File: src/rtl/controlador_ajuste_fecha_pkg.sv
// Shared definitions for the date/time setting sequencer: state codes
// (equal to the campo codes), strobe bit positions and small helpers.
package controlador_ajuste_fecha_pkg;

    localparam int NUM_CAMPOS = 5;

    // State encoding doubles as the campo output code.
    typedef enum logic [2:0] {
        REPOSO  = 3'd0,
        AJ_DIA  = 3'd1,
        AJ_MES  = 3'd2,
        AJ_ANIO = 3'd3,
        AJ_HORA = 3'd4,
        AJ_MIN  = 3'd5
    } estado_t;

    // Strobe bit indices inside inc_campo / dec_campo.
    localparam int BIT_DIA  = 0;
    localparam int BIT_MES  = 1;
    localparam int BIT_ANIO = 2;
    localparam int BIT_HORA = 3;
    localparam int BIT_MIN  = 4;

    // One-hot strobe mask for the field edited in a given state.
    function automatic logic [NUM_CAMPOS-1:0] mascara_campo(estado_t e);
        logic [NUM_CAMPOS-1:0] m;
        m = '0;
        case (e)
            AJ_DIA:  m[BIT_DIA]  = 1'b1;
            AJ_MES:  m[BIT_MES]  = 1'b1;
            AJ_ANIO: m[BIT_ANIO] = 1'b1;
            AJ_HORA: m[BIT_HORA] = 1'b1;
            AJ_MIN:  m[BIT_MIN]  = 1'b1;
            default: m = '0;
        endcase
        return m;
    endfunction

    // Mode-button sequence, wrapping back to run mode after the minute field.
    function automatic estado_t siguiente_estado(estado_t e);
        case (e)
            REPOSO:  return AJ_DIA;
            AJ_DIA:  return AJ_MES;
            AJ_MES:  return AJ_ANIO;
            AJ_ANIO: return AJ_HORA;
            AJ_HORA: return AJ_MIN;
            default: return REPOSO;
        endcase
    endfunction

endpackage

File: src/rtl/controlador_ajuste_fecha_generador_repeticion.sv
// Press detection and auto-repeat for one button. 'disparo' is the
// combinational request for a strobe this cycle; the top registers it.
// 'bloqueo' suppresses requests and drops any repeat in progress.
module generador_repeticion #(
    parameter int DELAY_REPETICION   = 50000000,
    parameter int PERIODO_REPETICION = 10000000,
    parameter int ANCHO_CONT         = 30
) (
    input  logic clk,
    input  logic reset,
    input  logic boton,
    input  logic bloqueo,
    output logic disparo
);

    localparam logic [ANCHO_CONT-1:0] UMBRAL_INI = ANCHO_CONT'(DELAY_REPETICION - 1);
    localparam logic [ANCHO_CONT-1:0] UMBRAL_REP = ANCHO_CONT'(PERIODO_REPETICION - 1);

    logic                  hist_q;
    logic                  act_q, act_d;
    logic                  rep_q, rep_d;
    logic [ANCHO_CONT-1:0] cnt_q, cnt_d;
    logic                  pulsa;
    logic [ANCHO_CONT-1:0] umbral;

    assign pulsa  = boton & ~hist_q;
    assign umbral = rep_q ? UMBRAL_REP : UMBRAL_INI;

    // Hold counter: first repeat after the initial delay, then every period.
    // act_q marks a hold that began with an accepted press.
    always_comb begin
        disparo = 1'b0;
        act_d   = act_q;
        rep_d   = rep_q;
        cnt_d   = cnt_q;
        if (bloqueo || !boton) begin
            act_d = 1'b0;
            rep_d = 1'b0;
            cnt_d = '0;
        end else if (pulsa) begin
            disparo = 1'b1;
            act_d   = 1'b1;
            rep_d   = 1'b0;
            cnt_d   = '0;
        end else if (act_q) begin
            if (cnt_q == umbral) begin
                disparo = 1'b1;
                rep_d   = 1'b1;
                cnt_d   = '0;
            end else begin
                cnt_d = cnt_q + ANCHO_CONT'(1);
            end
        end
    end

    // History resets to 1 so a button held through reset needs a release first.
    always_ff @(posedge clk) begin
        if (reset) begin
            hist_q <= 1'b1;
            act_q  <= 1'b0;
            rep_q  <= 1'b0;
            cnt_q  <= '0;
        end else begin
            hist_q <= boton;
            act_q  <= act_d;
            rep_q  <= rep_d;
            cnt_q  <= cnt_d;
        end
    end

endmodule

File: src/rtl/controlador_ajuste_fecha.sv
// Setting-mode sequencer: mode FSM over the five calendar fields, idle
// timeout, arbitration between the two buttons and steering of the
// registered inc/dec strobes to the selected field counter.
module controlador_ajuste_fecha
    import controlador_ajuste_fecha_pkg::*;
#(
    parameter int DELAY_REPETICION   = 50000000,
    parameter int PERIODO_REPETICION = 10000000,
    parameter int TIMEOUT            = 1000000000,
    parameter int ANCHO_CONT         = 30
) (
    input  logic                  clk,
    input  logic                  reset,
    input  logic                  boton_modo,
    input  logic                  boton_aumenta,
    input  logic                  boton_disminuye,
    output logic                  ajuste_activo,
    output logic [2:0]            campo,
    output logic [NUM_CAMPOS-1:0] inc_campo,
    output logic [NUM_CAMPOS-1:0] dec_campo
);

    localparam logic [ANCHO_CONT-1:0] IDLE_MAX = ANCHO_CONT'(TIMEOUT - 1);

    estado_t               estado_q, estado_d;
    logic                  activo_q;
    logic                  modo_hist_q;
    logic [ANCHO_CONT-1:0] idle_q, idle_d;
    logic                  bloqueo_q, bloqueo_d;
    logic [NUM_CAMPOS-1:0] inc_q, inc_d, dec_q, dec_d;
    logic                  modo_pulsa, ambos, alguno, vence, bloqueo_gen;
    logic                  disp_aum, disp_dis;

    assign modo_pulsa = boton_modo & ~modo_hist_q;
    assign ambos      = boton_aumenta & boton_disminuye;
    assign alguno     = boton_modo | boton_aumenta | boton_disminuye;
    assign vence      = (estado_q != REPOSO) && (idle_q == IDLE_MAX);

    // Strobes are blocked outside setting states, on a mode press or
    // timeout edge, on a double press, and while a lock is pending.
    assign bloqueo_gen = bloqueo_q | ambos | modo_pulsa | vence | (estado_q == REPOSO);

    generador_repeticion #(
        .DELAY_REPETICION  (DELAY_REPETICION),
        .PERIODO_REPETICION(PERIODO_REPETICION),
        .ANCHO_CONT        (ANCHO_CONT)
    ) u_rep_aum (
        .clk    (clk),
        .reset  (reset),
        .boton  (boton_aumenta),
        .bloqueo(bloqueo_gen),
        .disparo(disp_aum)
    );

    generador_repeticion #(
        .DELAY_REPETICION  (DELAY_REPETICION),
        .PERIODO_REPETICION(PERIODO_REPETICION),
        .ANCHO_CONT        (ANCHO_CONT)
    ) u_rep_dis (
        .clk    (clk),
        .reset  (reset),
        .boton  (boton_disminuye),
        .bloqueo(bloqueo_gen),
        .disparo(disp_dis)
    );

    // Next state, idle counter, button lock and strobe steering.
    always_comb begin
        estado_d  = estado_q;
        idle_d    = idle_q;
        bloqueo_d = bloqueo_q;
        inc_d     = '0;
        dec_d     = '0;
        if (estado_q == REPOSO) begin
            idle_d = '0;
            if (modo_pulsa) estado_d = AJ_DIA;
        end else if (vence) begin
            estado_d = REPOSO;
            idle_d   = '0;
        end else begin
            if (modo_pulsa) estado_d = siguiente_estado(estado_q);
            idle_d = alguno ? '0 : idle_q + ANCHO_CONT'(1);
        end
        if (ambos || (modo_pulsa && (boton_aumenta || boton_disminuye)))
            bloqueo_d = 1'b1;
        if (!boton_aumenta && !boton_disminuye)
            bloqueo_d = 1'b0;
        if (disp_aum) inc_d = mascara_campo(estado_q);
        if (disp_dis) dec_d = mascara_campo(estado_q);
    end

    // State and output registers.
    always_ff @(posedge clk) begin
        if (reset) begin
            estado_q    <= REPOSO;
            activo_q    <= 1'b0;
            modo_hist_q <= 1'b1;
            idle_q      <= '0;
            bloqueo_q   <= 1'b0;
            inc_q       <= '0;
            dec_q       <= '0;
        end else begin
            estado_q    <= estado_d;
            activo_q    <= (estado_d != REPOSO);
            modo_hist_q <= boton_modo;
            idle_q      <= idle_d;
            bloqueo_q   <= bloqueo_d;
            inc_q       <= inc_d;
            dec_q       <= dec_d;
        end
    end

    assign campo         = estado_q;
    assign ajuste_activo = activo_q;
    assign inc_campo     = inc_q;
    assign dec_campo     = dec_q;

endmodule

File: config.mk
export PLATFORM = sky130hd
export DESIGN_NAME = controlador_ajuste_fecha
export DESIGN_NICKNAME = d
export VERILOG_FILES = /design/src/rtl/controlador_ajuste_fecha_pkg.sv /design/src/rtl/controlador_ajuste_fecha_generador_repeticion.sv /design/src/rtl/controlador_ajuste_fecha.sv
export SDC_FILE = /design/constraint.sdc
export NUM_CORES = 1
export LEC_CHECK = 0
export BUFFER_PORTS_ARGS = -buffer_cell sky130_fd_sc_hd__buf_4
export CAP_MARGIN = 20
export CORE_MARGIN = 2
export CORE_UTILIZATION = 35
export DETAILED_ROUTE_END_ITERATION = 16
export GPL_TIMING_DRIVEN = 1
export SYNTH_ARGS = -nofsm -noshare
export SYNTH_HDL_FRONTEND = slang
export SYNTH_HIERARCHICAL = 1
export SYNTH_SLANG_ARGS = --single-unit
File: constraint.sdc
create_clock -name clk -period 6.45 [get_ports clk]
set_clock_uncertainty 0.15 [all_clocks]
set_input_delay 0.3225 -clock clk [delete_from_list [all_inputs] [get_ports clk]]
set_output_delay 0.3225 -clock clk [all_outputs]
set_load 0.01 [all_outputs]
* After elaboration in Yosys (flattened, before gate mapping)
Index checks and enable logic that the tools add are counted.
** Storage, ports and cells
- Register bits after elaboration :: 112
- Input bits :: 5
- Output and inout bits :: 14
- Word-level logic and storage cells :: 85
** Operators by class
- $add $sub $neg :: 3
- Eq/ne operators :: 8
- Muxes and demuxes :: 22
- Bitwise operators :: 15
- Reductions and logical operators :: 22
** Operators by type and width (count)
- 30-bit by 1-bit adder with 30-bit output, second input constant :: 3
- 30-bit equality test :: 2
- 30-bit 2-to-1 mux :: 2
- 26-bit 2-to-1 mux :: 2
- 30-bit equality test, second input constant :: 1
- 1-bit 2-to-1 mux :: 13
- 3-bit 2-to-1 mux :: 4
- 3-bit case mux with 4 select lines :: 1
- 2-bit OR reduction :: 5
- 3-bit by 2-bit equality test with 1-bit output, second input constant :: 2
- 3-bit equality test, second input constant :: 2
- 1-bit OR :: 6
- 3-bit nonzero test :: 2
- 3-bit OR reduction :: 2
- 1-bit NOT :: 5
- 1-bit bitwise AND :: 4
- 1-bit logical OR :: 4
- 2-bit AND reduction :: 2
- 4-bit OR reduction :: 1
- 3-bit by 1-bit equality test with 1-bit output, second input constant :: 1
- 1-bit logical AND :: 3
- 3-bit zero test :: 1
- 1-bit zero test :: 2

* Logic depth before layout (Yosys ltp)
Gate-level depths: netlist (run 1).
- Depth in word-level cells :: 9
- Mapped depth :: 11

* By module
Netlist (run 1), hierarchy kept.
** By module, submodules not included
- generador_repeticion :: times used 2, cells an instance 192, area each 1702.9 sq um, sequential area each 660.6 sq um
- controlador_ajuste_fecha :: times used 1, cells an instance 224, area each 2000.7 sq um, sequential area each 920.9 sq um

* Worst setup path after synthesis (run 1)
Ideal clock, no wire load.
- Path kind :: register to register
- Start point :: register idle_q[0]
- End point :: register u_rep_aum.cnt_q[10]
- Setup time :: 0.136 ns
- Arrival time :: 2.075 ns
- Data required time :: 6.164 ns
- Path slack :: 4.088 ns
- Stages on the path, launching flop included :: 12
- Path buffers :: 1
- Path through :: dfxtp_1 -> ha_1 -> nand3_1 -> or3_4 -> nor3_2 -> nor2_1 -> nand3_1 -> nand2b_1 -> nor2_1 -> nand2_1 -> clkbuf_1 -> nor3_1
** Between the ends
- Word-level cells in the longest chain between the ends :: 6
** Ends and longest elaborated chain
- from (decl) :: RTL line controlador_ajuste_fecha.sv:28 : logic [ANCHO_CONT-1:0] idle_q, idle_d;
- from (signal assigned) :: RTL line controlador_ajuste_fecha.sv:106 : idle_q <= idle_d;
- 30-bit equality test :: RTL line controlador_ajuste_fecha.sv:37 : assign vence = (estado_q != REPOSO) && (idle_q == IDLE_MAX);
- 1-bit logical AND :: RTL line controlador_ajuste_fecha.sv:37
- 1-bit OR (2 in a row) :: RTL line controlador_ajuste_fecha.sv:41 : assign bloqueo_gen = bloqueo_q | ambos | modo_pulsa | vence | (estado_q == REPOSO);
- via bloqueo_gen :: RTL line controlador_ajuste_fecha.sv:31 : logic modo_pulsa, ambos, alguno, vence, bloqueo_gen;
- 1-bit logical OR :: RTL line controlador_ajuste_fecha_generador_repeticion.sv:36 : if (bloqueo || !boton) begin
- 3-bit OR reduction (no source line)
- to (signal assigned) :: RTL line controlador_ajuste_fecha_generador_repeticion.sv:67 : cnt_q <= cnt_d;
- to (decl) :: RTL line controlador_ajuste_fecha_generador_repeticion.sv:22 : logic [ANCHO_CONT-1:0] cnt_q, cnt_d;
The timed path passes the listed nets, and every way through them passes these cells.
A chain may end at the register's enable or synchronous reset.

* Worst setup path in the final report (run 1)
- Start point :: register idle_q[0]
- End point :: register u_rep_aum.cnt_q[14]
Same word-level chain as after synthesis.

==> results of run 1 <==
## flip-flops by register name, indices dropped and copies added (netlist names), 3 cells and up
name	cells
idle_q	30
u_rep_aum/cnt_q	30
u_rep_dis/cnt_q	30
dec_campo	5
inc_campo	5
campo	3
## layer usage
metal / GRT usage (%) / wire length (um) / share of wire (%)
met1: 19.9 / 5730 / 47
met2: 26.0 / 5800 / 47
met3: 4.84 / 583 / 4.8
met4: 4.46 / 144 / 1.2
met5: 0 / 0 / 0
## stage by stage
step / std cells / utilization [%]
finish: 797 / 39.6
global route: 797 / 39.6
CTS: 796 / 39.4
detailed placement: 780 / 37.4
global placement: 779 / 37.2
floorplan: 608 / -
## cells by family after synthesis
logic type | count (synthesis) | synth area share [%]
mux | 2 | 0.370
fa+ha+maj | 3 | 0.694
simple gates | 300 | 31.9
compound gates | 91 | 13.1
buf+inv | 50 | 4.33
xor+xnor | 50 | 8.10
flops | 112 | 41.5
## cells in the final DEF, fill, tap and decap left out, types with 3 or more instances in the layout
cell	n
nand2b_1	5
nor4_4	3
or3_1	18
a211oi_1	24
nor4_1	9
xor2_1	18
nor2_1	59
nor3_2	3
and4_1	6
or4b_1	3
or4_1	24
o31ai_1	20
clkbuf_16	9
dfxtp_1	112
xnor2_1	32
buf_4	20
a211oi_2	12
o21ai_0	14
nor2b_1	5
nand4_1	30
inv_1	13
nand3_1	26
nor4bb_1	5
nor3_1	35
a21oi_1	8
and3_1	8
o41ai_1	4
nand2_1	38
or2_2	6
ha_1	3
nor3b_1	4
## critical path, stage by stage (launching register included)
cell,delay [ps]
dfxtp_1,370
ha_1,200
nand3_1,160
or3_4,470
nor3_2,260
nor2_1,70
nand3_1,80
nand2b_1,150
nor2_1,50
nand2_1,410
buf_16,230
a211oi_1,60
## worst max path at each step
stage	start	end	slack (ps)	cells past startpoint
detailed placement	idle_q[0]$_SDFF_PP0_	u_rep_dis/cnt_q[4]$_SDFFE_PP0P_	3260	10
global placement	idle_q[0]$_SDFF_PP0_	u_rep_dis/cnt_q[10]$_SDFFE_PP0P_	3430	10
global route	idle_q[0]$_SDFF_PP0_	u_rep_aum/cnt_q[2]$_SDFFE_PP0P_	3340	11
finish	idle_q[0]$_SDFF_PP0_	u_rep_aum/cnt_q[14]$_SDFFE_PP0P_	3630	11
CTS	idle_q[0]$_SDFF_PP0_	u_rep_dis/cnt_q[4]$_SDFFE_PP0P_	3260	10
floorplan	idle_q[0]$_SDFF_PP0_	u_rep_aum/cnt_q[10]$_SDFFE_PP0P_	4090	11
## cell type report
type | instances | area [sq um] | share of cell area [%]
clock buffers | 12 | 256 | 4.28
clock inverters | 4 | 51.3 | 0.856
multi-input cells | 446 | 2960 | 49.3
repair buffers | 22 | 205 | 3.42
flip-flops and latches | 112 | 2240 | 37.4
well taps | 188 | 235 | 3.92
inverters | 13 | 48.8 | 0.814
## power by group
part	internal, uW	switching (uW)	total [uW]
sequential	694	2.68	696
combinational	10.2	14.5	24.6
clock	324	255	579
==> run metrics, run 1 <==
post-route ant nets 0; Setup WS post-layout 3630 ps; drt wl/cell 15.4 um; Synth top area share 41.5%; synth top area cells dfxtp_1 (41%), xnor2_1 (5.2%), nor2_1 (4.1%); GRT Util Overall 15.8%; CTS buffer count 9; layout cell share with drive strength beyond 1 11.7%; area grow syn2layout 10.9%; total grt overflow 0; DIE AREA 0.0165 sq mm; Worst-Skew Late Latency 350 ps; routed vias/inst 5.61; Slew HR 29.5%; # fillers 1483; Clk pin slew, worst setup/hold paths 70 ps; Crit Path Class register to register; worst-case reg-to-reg path depth 11; Min Hold Slack 43.4 ps; CP arrival 2860 ps; Pre-antenna DRT Iters 4; GPL Wtd Cong 0.793; Yosys reg bits 112; Fin. Hold Viols 0; Max Cap Violations 0; leakage power 0.00162 uW; # rows 45; Place WS 3260 ps; Final Total Pwr 1300 uW; register area share after synthesis 41.5%; DRC Markers 0; number of global-route vias before repair 4348; initial antenna violation count 0; core box area 0.0151 sq mm; Worst Setup Start Kind register; worst hold path startpoint boton_aumenta; Mapped Cells 608; Post-Syn Area 0.00541 sq mm; WL final 12300 um; # IOs 19; worst hold path class input port to register; worst r2r src idle_q[0]$_SDFF_PP0_; First DRT Iteration DRCs 355; Critical Path Sink Type register; fin crit share 43.7%; Setup violations, final 0; height of the chip 128 um; sum of negative setup slack 0 ps; clk buf depth 2; worst vdd ir 147 uV; Fmax 355 MHz; RSZ-0062 raised after global routing no; ys async rst share 0%; power density of the placed cells 217 mW/mm^2; CP Data Required Time 6490 ps; capturing point of the worst reg2reg path u_rep_aum/cnt_q[14]$_SDFFE_PP0P_; R2R Setup Slk 3630 ps; CTS tree built; Yosys top cell by area dfxtp_1; critical path fanouts, max 21; Synth Area per Inst 8.89 sq um; finished layout cell area 0.00599 sq mm; Post-DP HPWL 8480 um; Hold Path End u_rep_aum/hist_q$_SDFF_PP1_; Post-synth EDFFs 0; ant diodes 0; Worst-Margin Slew 1060 ps; Synthesized Nets 616; number of library cell types mapped by synthesis 48; CTS Hold Bufs 0; Post-layout nets 612; result of the run complete, no violations; clock root cell clkbuf_16; count leader, synth dfxtp_1; ys flop type dfxtp_1; Placed Area 0.00566 sq mm; Hold Path Depth 2; Starting Density 35.7%; post-cts sizing count 0; first-pass GRT wire length 21000 um; Period minus WS final 2820 ps; Yosys Warn Count 6; H-Tree Level Count 3; vias post-DR 4470; IO buf count 18; Post-CTS Setup Bufs 0; chip width 128 um; CTS Sinks 112; top cells by count, synth dfxtp_1 (112), nor2_1 (59), nand2_1 (38), nor3_1 (35), xnor2_1 (32); Final Max Slew Viols 0; pin count of the biggest net entering global routing 32
Power figures use the tool's default switching activity.
==> run 2, diff against run 1 <==
Settings changed: ABC_AREA set to 1.
Clock period 6.45 ns to 2.9 ns, I/O delays scaled along.
==> run 2 against run 1 <==
Compared with the run above: clock power grew 100%; global-route usage grew 0.23 points; routed wire length grew 16%; sequential share of layout area shrank 4.1 points; design area grew 12%; die area grew 11%; count of clock-buffer cells in the layout grew 1; critical endpoint is now u_rep_aum/cnt_q[23]$_SDFFE_PP0P_; largest power group unchanged.
==> run metrics, run 2 <==
result of the run complete, no violations (unchanged); GR met1 Demand/Resource 22.7% (was 19.9%); crit-path max cell delay 370 ps (was 470 ps); Crit Path Class register to register (unchanged); Clk pin slew, worst setup/hold paths 70 ps (about the same); vias post-DR 5641 (was 4470); CTS buffer count 9 (unchanged); routing usage on met2 24.6% (was 26.0%); WL final 14200 um (was 12300 um); Post-synth EDFFs 0 (unchanged); routed vias/inst 4.75 (was 5.61); Post-DP HPWL 10900 um (was 8480 um); core box area 0.0171 sq mm (was 0.0151 sq mm); Min Hold Slack 306 ps (was 43.4 ps); CTS tree built (unchanged); CP Data Required Time 2980 ps (was 6490 ps); ant diodes 0 (unchanged); Synthesized Nets 938 (was 616); Period minus WS final 2490 ps (was 2820 ps); IO buf count 18 (unchanged); top cells by count, synth nand2_1 (229), nor2_1 (217), dfxtp_1 (112), inv_1 (110), nand3_1 (71) (was dfxtp_1 (112), nor2_1 (59), nand2_1 (38), nor3_1 (35), xnor2_1 (32)); area grow syn2layout 11.4% (was 10.9%); Crit. Startpoint idle_q[0]$_SDFF_PP0_ (unchanged); Slew HR 69.5% (was 29.5%); layout cell share with drive strength beyond 1 9.04% (was 11.7%); Synth Area per Inst 6.50 sq um (was 8.89 sq um); Starting Density 35.4% (was 35.7%); pin count of the biggest net entering global routing 31 (was 32); top flop regs idle_q x30, u_rep_aum/cnt_q x30, u_rep_dis/cnt_q x30 (unchanged); DIE AREA 0.0183 sq mm (was 0.0165 sq mm); post-route ant nets 0 (unchanged); Worst Setup Start Kind register (unchanged); register area share after synthesis 37.1% (was 41.5%); GPL Wtd Cong 0.841 (was 0.793); Yosys Warn Count 6 (unchanged); count leader, synth nand2_1 (was dfxtp_1); initial antenna violation count 0 (unchanged); CP arrival 2580 ps (was 2860 ps); Post-CTS Setup Bufs 0 (unchanged); crit path to u_rep_aum/cnt_q[23]$_SDFFE_PP0P_ (was u_rep_aum/cnt_q[14]$_SDFFE_PP0P_); Final Max Slew Viols 0 (unchanged); synth top area cells dfxtp_1 (37%), nand2_1 (14%), nor2_1 (13%) (was dfxtp_1 (41%), xnor2_1 (5.2%), nor2_1 (4.1%)); Yosys reg bits 112 (unchanged); Worst-Skew Late Latency 350 ps (about the same); height of the chip 135 um (was 128 um); Slowest cell on crit path dfxtp_1 (was or3_4); sum of negative setup slack 0 ps (unchanged); GRT Util Overall 16.0% (was 15.8%); WP depth 13 (was 11); Pre-antenna DRT Iters 5 (was 4); Most Used Layer, Global Route met2 (unchanged); Setup violations, final 0 (unchanged); Mapped Cells 930 (was 608); drt wl/cell 11.9 um (was 15.4 um); worst r2r src idle_q[0]$_SDFF_PP0_ (unchanged); ys async rst share 0% (unchanged); fin crit share 86.0% (was 43.7%); DRC Markers 0 (unchanged); power density of the placed cells 411 mW/mm^2 (was 217 mW/mm^2); capturing point of the worst reg2reg path u_rep_aum/cnt_q[23]$_SDFFE_PP0P_ (was u_rep_aum/cnt_q[14]$_SDFFE_PP0P_); worst-case reg-to-reg path depth 13 (was 11); critical path fanouts, max 17 (was 21); M3 GR Usage 2.36% (was 4.84%); buffers and inverters on the worst path 1 (unchanged); commonest cells after routing, fill and taps aside nand2_1 (229), nor2_1 (217), dfxtp_1 (112) (was dfxtp_1 (112), nor2_1 (59), nand2_1 (38)); # rows 48 (was 45); CTS Sinks 112 (unchanged); clk buf depth 2 (unchanged); Max Cap Violations 0 (unchanged); total grt overflow 0 (unchanged); number of library cell types mapped by synthesis 31 (was 48); Post-layout nets 966 (was 612); First DRT Iteration DRCs 386 (was 355); chip width 135 um (was 128 um); leakage power 0.00235 uW (was 0.00162 uW); first-pass GRT wire length 23500 um (was 21000 um); Worst path top cell family by delay simple AND/OR/NAND/NOR gates (unchanged); H-Tree Level Count 3 (unchanged); worst vdd ir 206 uV (was 147 uV); Post-Syn Area 0.00604 sq mm (was 0.00541 sq mm); Fmax 401 MHz (was 355 MHz); number of global-route vias before repair 4937 (was 4348); commonest non-fill, non-tap cell in the layout nand2_1 (was dfxtp_1); RSZ-0062 raised after global routing no (unchanged); Worst-Margin Slew 456 ps (was 1060 ps); critical-path cell list ha_1 -> nand3_2 -> nor2_2 -> nand2_1 -> nor2_2 -> nor2_2 -> nand2_1 -> or2_1 -> nor2_1 -> nand2_1 -> inv_2 -> nand2_4 -> nor2_1 (was ha_1 -> nand3_1 -> or3_4 -> nor3_2 -> nor2_1 -> nand3_1 -> nand2b_1 -> nor2_1 -> nand2_1 -> buf_16 -> a211oi_1); clock root cell clkbuf_16 (unchanged); # IOs 19 (unchanged); ys flop type dfxtp_1 (unchanged); Critical Path Sink Type register (unchanged); Synth top area share 37.1% (was 41.5%); worst hold path class register to register (was input port to register); R2R Setup Slk 410 ps (was 3630 ps); Fin. Hold Viols 0 (unchanged); Yosys top cell by area dfxtp_1 (unchanged)
==> run 2: cell count changes in the layout (fill, tap and decap cells not counted), moves of 20 or more <==
cell      change
xnor2_1      -22
inv_1        +97
or4_1        -24
o31ai_1      -20
nor2_1      +158
nand3_1      +45
a211oi_1     -23
nand2_1     +191
==> run 2: kinds of logic (layout without fill, tap and decap cells) <==
logic type                 Yosys count  count (layout)  share of synthesized area, %
adders and majority gates            3               3                         0.621
buffers and inverters              127             159                          8.72
DFF                                112             112                          37.1
AOI/OAI and AO/OA                   36              36                          3.40
xor gates and xnor gates            38              38                          5.51
and+or+nand+nor                    612             612                          44.3
muxes                                2               2                         0.331
==> run 2: power by group <==
group / leakage, uW / switching [uW] / internal (uW)
Sequential: 0.000903 / 3.69 / 1540
Combinational: 0.00132 / 26.3 / 19.2
Clock: 0.000128 / 550 / 627
Total: 0.00235 / 580 / 2190
==> run 2: repair_timing <==
| action | 4_1_cts | 5_1_grt |
|---|---|---|
| hold buffers | 6 | 0 |
| gates resized for setup | 0 | 0 |
| hold endpoints to repair | 8 | 0 |
==> run 2: per-layer routing <==
metal  vias to the layer above  part of all wire (%)
li1                       2959                     -
met1                      2542                    51
met5                         -                     0
met2                       121                    43
met3                        19                   4.3
met4                         0                   1.5
==> run 2: cell type report <==
type / count / area [sq um]
sequential: 112 / 2240
clock inverter: 2 / 15.0
clock buffer: 13 / 260
tap: 225 / 282
fill: 1834 / 10300
timing repair buffer: 26 / 210
multi-input combinational: 691 / 3270
inverter: 118 / 448
==> run 2: how the worst min path moves through the flow <==
stage	startpoint	end	slack [ps]	depth (start not counted)
floorplan	reset	u_rep_aum/act_q$_SDFFE_PP0P_	80	1
global placement	boton_disminuye	u_rep_dis/hist_q$_SDFF_PP1_	230	2
detailed placement	boton_disminuye	u_rep_dis/hist_q$_SDFF_PP1_	230	2
CTS	idle_q[0]$_SDFF_PP0_	idle_q[0]$_SDFF_PP0_	310	1
global route	idle_q[0]$_SDFF_PP0_	idle_q[0]$_SDFF_PP0_	330	1
finish	idle_q[0]$_SDFF_PP0_	idle_q[0]$_SDFF_PP0_	310	1
==> run 2: through the flow <==
stage / instance area (sq um) / instances / setup slack, ps / power [uW] / utilization, %
after floorplan: 6040 / 930 / 804 / 1610 / -
after global placement: 6390 / 1166 / 458 / 1620 / 37.5
after detailed placement: 6390 / 1166 / 411 / 1620 / 37.5
after CTS: 6730 / 1187 / 394 / 2810 / 39.5
after global routing: 6730 / 1187 / 145 / 2880 / 39.5
final: 6730 / 1187 / 405 / 2770 / 39.5
==> run 3, diff against run 2 <==
Settings changed: CELL_PAD_IN_SITES_DETAIL_PLACEMENT set to 0, CELL_PAD_IN_SITES_GLOBAL_PLACEMENT set to 1, PLACE_DENSITY set to 0.7, TNS_END_PERCENT set to 30.
==> run 3 against run 2 <==
Compared with the run above: sequential share of layout area fell by 0.22 points; via count fell by 4.4%; total power rose by 6.6%; combinational power rose by 4%; first-iteration DRC count fell by 15%; sequential power barely moved; flip-flop and latch count did not move.
==> run metrics, run 3 (synthesized netlist as in run 2, its figures left out) <==
register share of total power 52.4% (was 55.8%); IO buf count 18 (unchanged); Worst Setup Start Kind register (unchanged); fin crit share 86.3% (was 86.0%); sum of negative setup slack 0 ps (unchanged); # IOs 19 (unchanged); Psw 655 uW (was 580 uW); Post-DP HPWL 11600 um (was 10900 um); Setup violations, final 0 (unchanged); core box area 0.0171 sq mm (unchanged); routed vias/inst 4.54 (was 4.75); Crit Path Class register to register (unchanged); area grow syn2layout 12.1% (was 11.4%); Post-layout nets 966 (unchanged); DRC Markers 0 (unchanged); Net Sw Frac 22.2% (was 21.0%); GPL Wtd Cong 0.860 (was 0.841); total grt overflow 0 (unchanged); number of global-route vias before repair 5179 (was 4937); First DRT Iteration DRCs 328 (was 386); first-pass GRT wire length 25900 um (was 23500 um); CTS buffer count 9 (unchanged); H-Tree Level Count 3 (unchanged); ant diodes 0 (unchanged); Final Max Slew Viols 0 (unchanged); Clock power frac 46.0% (was 42.5%); height of the chip 135 um (unchanged); final core occ 39.7% (was 39.5%); clk buf depth 2 (unchanged); Slew HR 66.7% (was 69.5%); Fin. Hold Viols 0 (unchanged); power density of the placed cells 435 mW/mm^2 (was 411 mW/mm^2); RSZ-0062 raised after global routing no (unchanged); critical path fanouts, max 17 (unchanged); R2R Setup Slk 400 ps (was 410 ps); Max Cap Violations 0 (unchanged); post-cts sizing count 0 (unchanged); combinational power share 1.6% (about the same); layout cell share with drive strength beyond 1 9.35% (was 9.04%); Worst-Skew Late Latency 370 ps (was 350 ps); WL final 15200 um (was 14200 um); Pre-antenna DRT Iters 5 (unchanged); Critical Path Sink Type register (unchanged); pin count of the biggest net entering global routing 31 (unchanged); leakage power 0.00238 uW (was 0.00235 uW); worst hold path class register to register (unchanged); initial antenna violation count 0 (unchanged); Pint 2300 uW (was 2190 uW); Placed Area 0.00639 sq mm (unchanged); Period minus WS final 2500 ps (was 2490 ps); top flop regs idle_q x30, u_rep_aum/cnt_q x30, u_rep_dis/cnt_q x30 (unchanged); Fmax 400 MHz (was 401 MHz); # rows 48 (unchanged); GRT Util Overall 17.9% (was 16.0%); DIE AREA 0.0183 sq mm (unchanged); Clk pin slew, worst setup/hold paths 80 ps (was 70 ps); CTS tree built (unchanged); finished layout cell area 0.00678 sq mm (was 0.00673 sq mm); Starting Density 35.4% (unchanged); vias post-DR 5395 (was 5641); commonest cells after routing, fill and taps aside nand2_1 (229), nor2_1 (217), dfxtp_1 (112) (unchanged); drt wl/cell 12.8 um (was 11.9 um); result of the run complete, no violations (unchanged); Worst-Margin Slew 499 ps (was 456 ps); CP Data Required Time 3000 ps (was 2980 ps); chip width 135 um (unchanged); worst vdd ir 322 uV (was 206 uV); commonest non-fill, non-tap cell in the layout nand2_1 (unchanged); CTS Sinks 112 (unchanged); clock root cell clkbuf_16 (unchanged); post-route ant nets 0 (unchanged); CP arrival 2600 ps (was 2580 ps)
[run 3: changes by cell type in the layout (fill, tap and decap cells not counted)]
| cell | previous run | this run |
|---|---|---|
| inv_8 | 0 | 1 |
| inv_6 | 0 | 3 |
| bufinv_16 | 0 | 1 |
| clkbuf_1 | 2 | 0 |
| clkinvlp_4 | 2 | 0 |
[run 3: layer usage]
layer	vias to the layer above	share of wire, %	GRT usage, %
met2	78	42	27.4
met4	0	1.4	5.44
met3	12	3.6	3.22
met1	2352	53	25.5
li1	2953	-	-
met5	-	0	0
[run 3: cell type report]
| class | count | area [sq um] |
|---|---|---|
| Clock buffer | 11 | 253 |
| Sequential cell | 112 | 2240 |
| Clock inverter | 5 | 67.6 |
| Timing Repair Buffer | 26 | 210 |
| Multi-Input combinational cell | 691 | 3270 |
| Tap cell | 225 | 282 |
| Fill cell | 1847 | 10300 |
| Inverter | 118 | 448 |
[run 3: worst max-delay path, stage by stage, from the launching register on]
cell	delay [ps]
dfxtp_1	380
ha_1	260
nand3_2	160
nor2_2	190
nand2_1	80
nor2_2	150
nor2_2	80
nand2_1	120
or2_1	140
nor2_1	40
nand2_1	250
inv_2	110
nand2_4	210
nor2_1	70
[run 3: worst paths after layout]
path / from / endpoint / depth (start not counted)
max: idle_q[0]$_SDFF_PP0_ / u_rep_dis/cnt_q[21]$_SDFFE_PP0P_ / 13
min: idle_q[0]$_SDFF_PP0_ / idle_q[0]$_SDFF_PP0_ / 1
max reg2reg: idle_q[0]$_SDFF_PP0_ / u_rep_dis/cnt_q[21]$_SDFFE_PP0P_ / 13
min reg2reg: idle_q[0]$_SDFF_PP0_ / idle_q[0]$_SDFF_PP0_ / 1
[run 3: power groups by stage]
stage / Sequential (uW) / Combinational [uW] / Clock (uW)
3_5_place_dp: 1580 / 40.2 / 0
2_1_floorplan: 1580 / 24.2 / 0
4_1_cts: 1550 / 47.2 / 1400
6_report: 1550 / 47.4 / 1360
5_1_grt: 1550 / 52.9 / 1460
3_3_place_gp: 1580 / 40.4 / 0
[run 3: repair_timing]
item | CTS | global route
hold buffers | 6 | 0
endpoints found under the hold margin | 8 | 0
buffers inserted | 0 | 0
[run 3: stage by stage]
stage               instances  hold WS [ps]  worst slack [ps]  total power, uW
CTS                      1188           318               353             3000
detailed placement       1166           229               362             1620
finish                   1188           316               397             2950
floorplan                 930          78.1               804             1610
global placement         1166           232               446             1620
global route             1188           324               153             3060
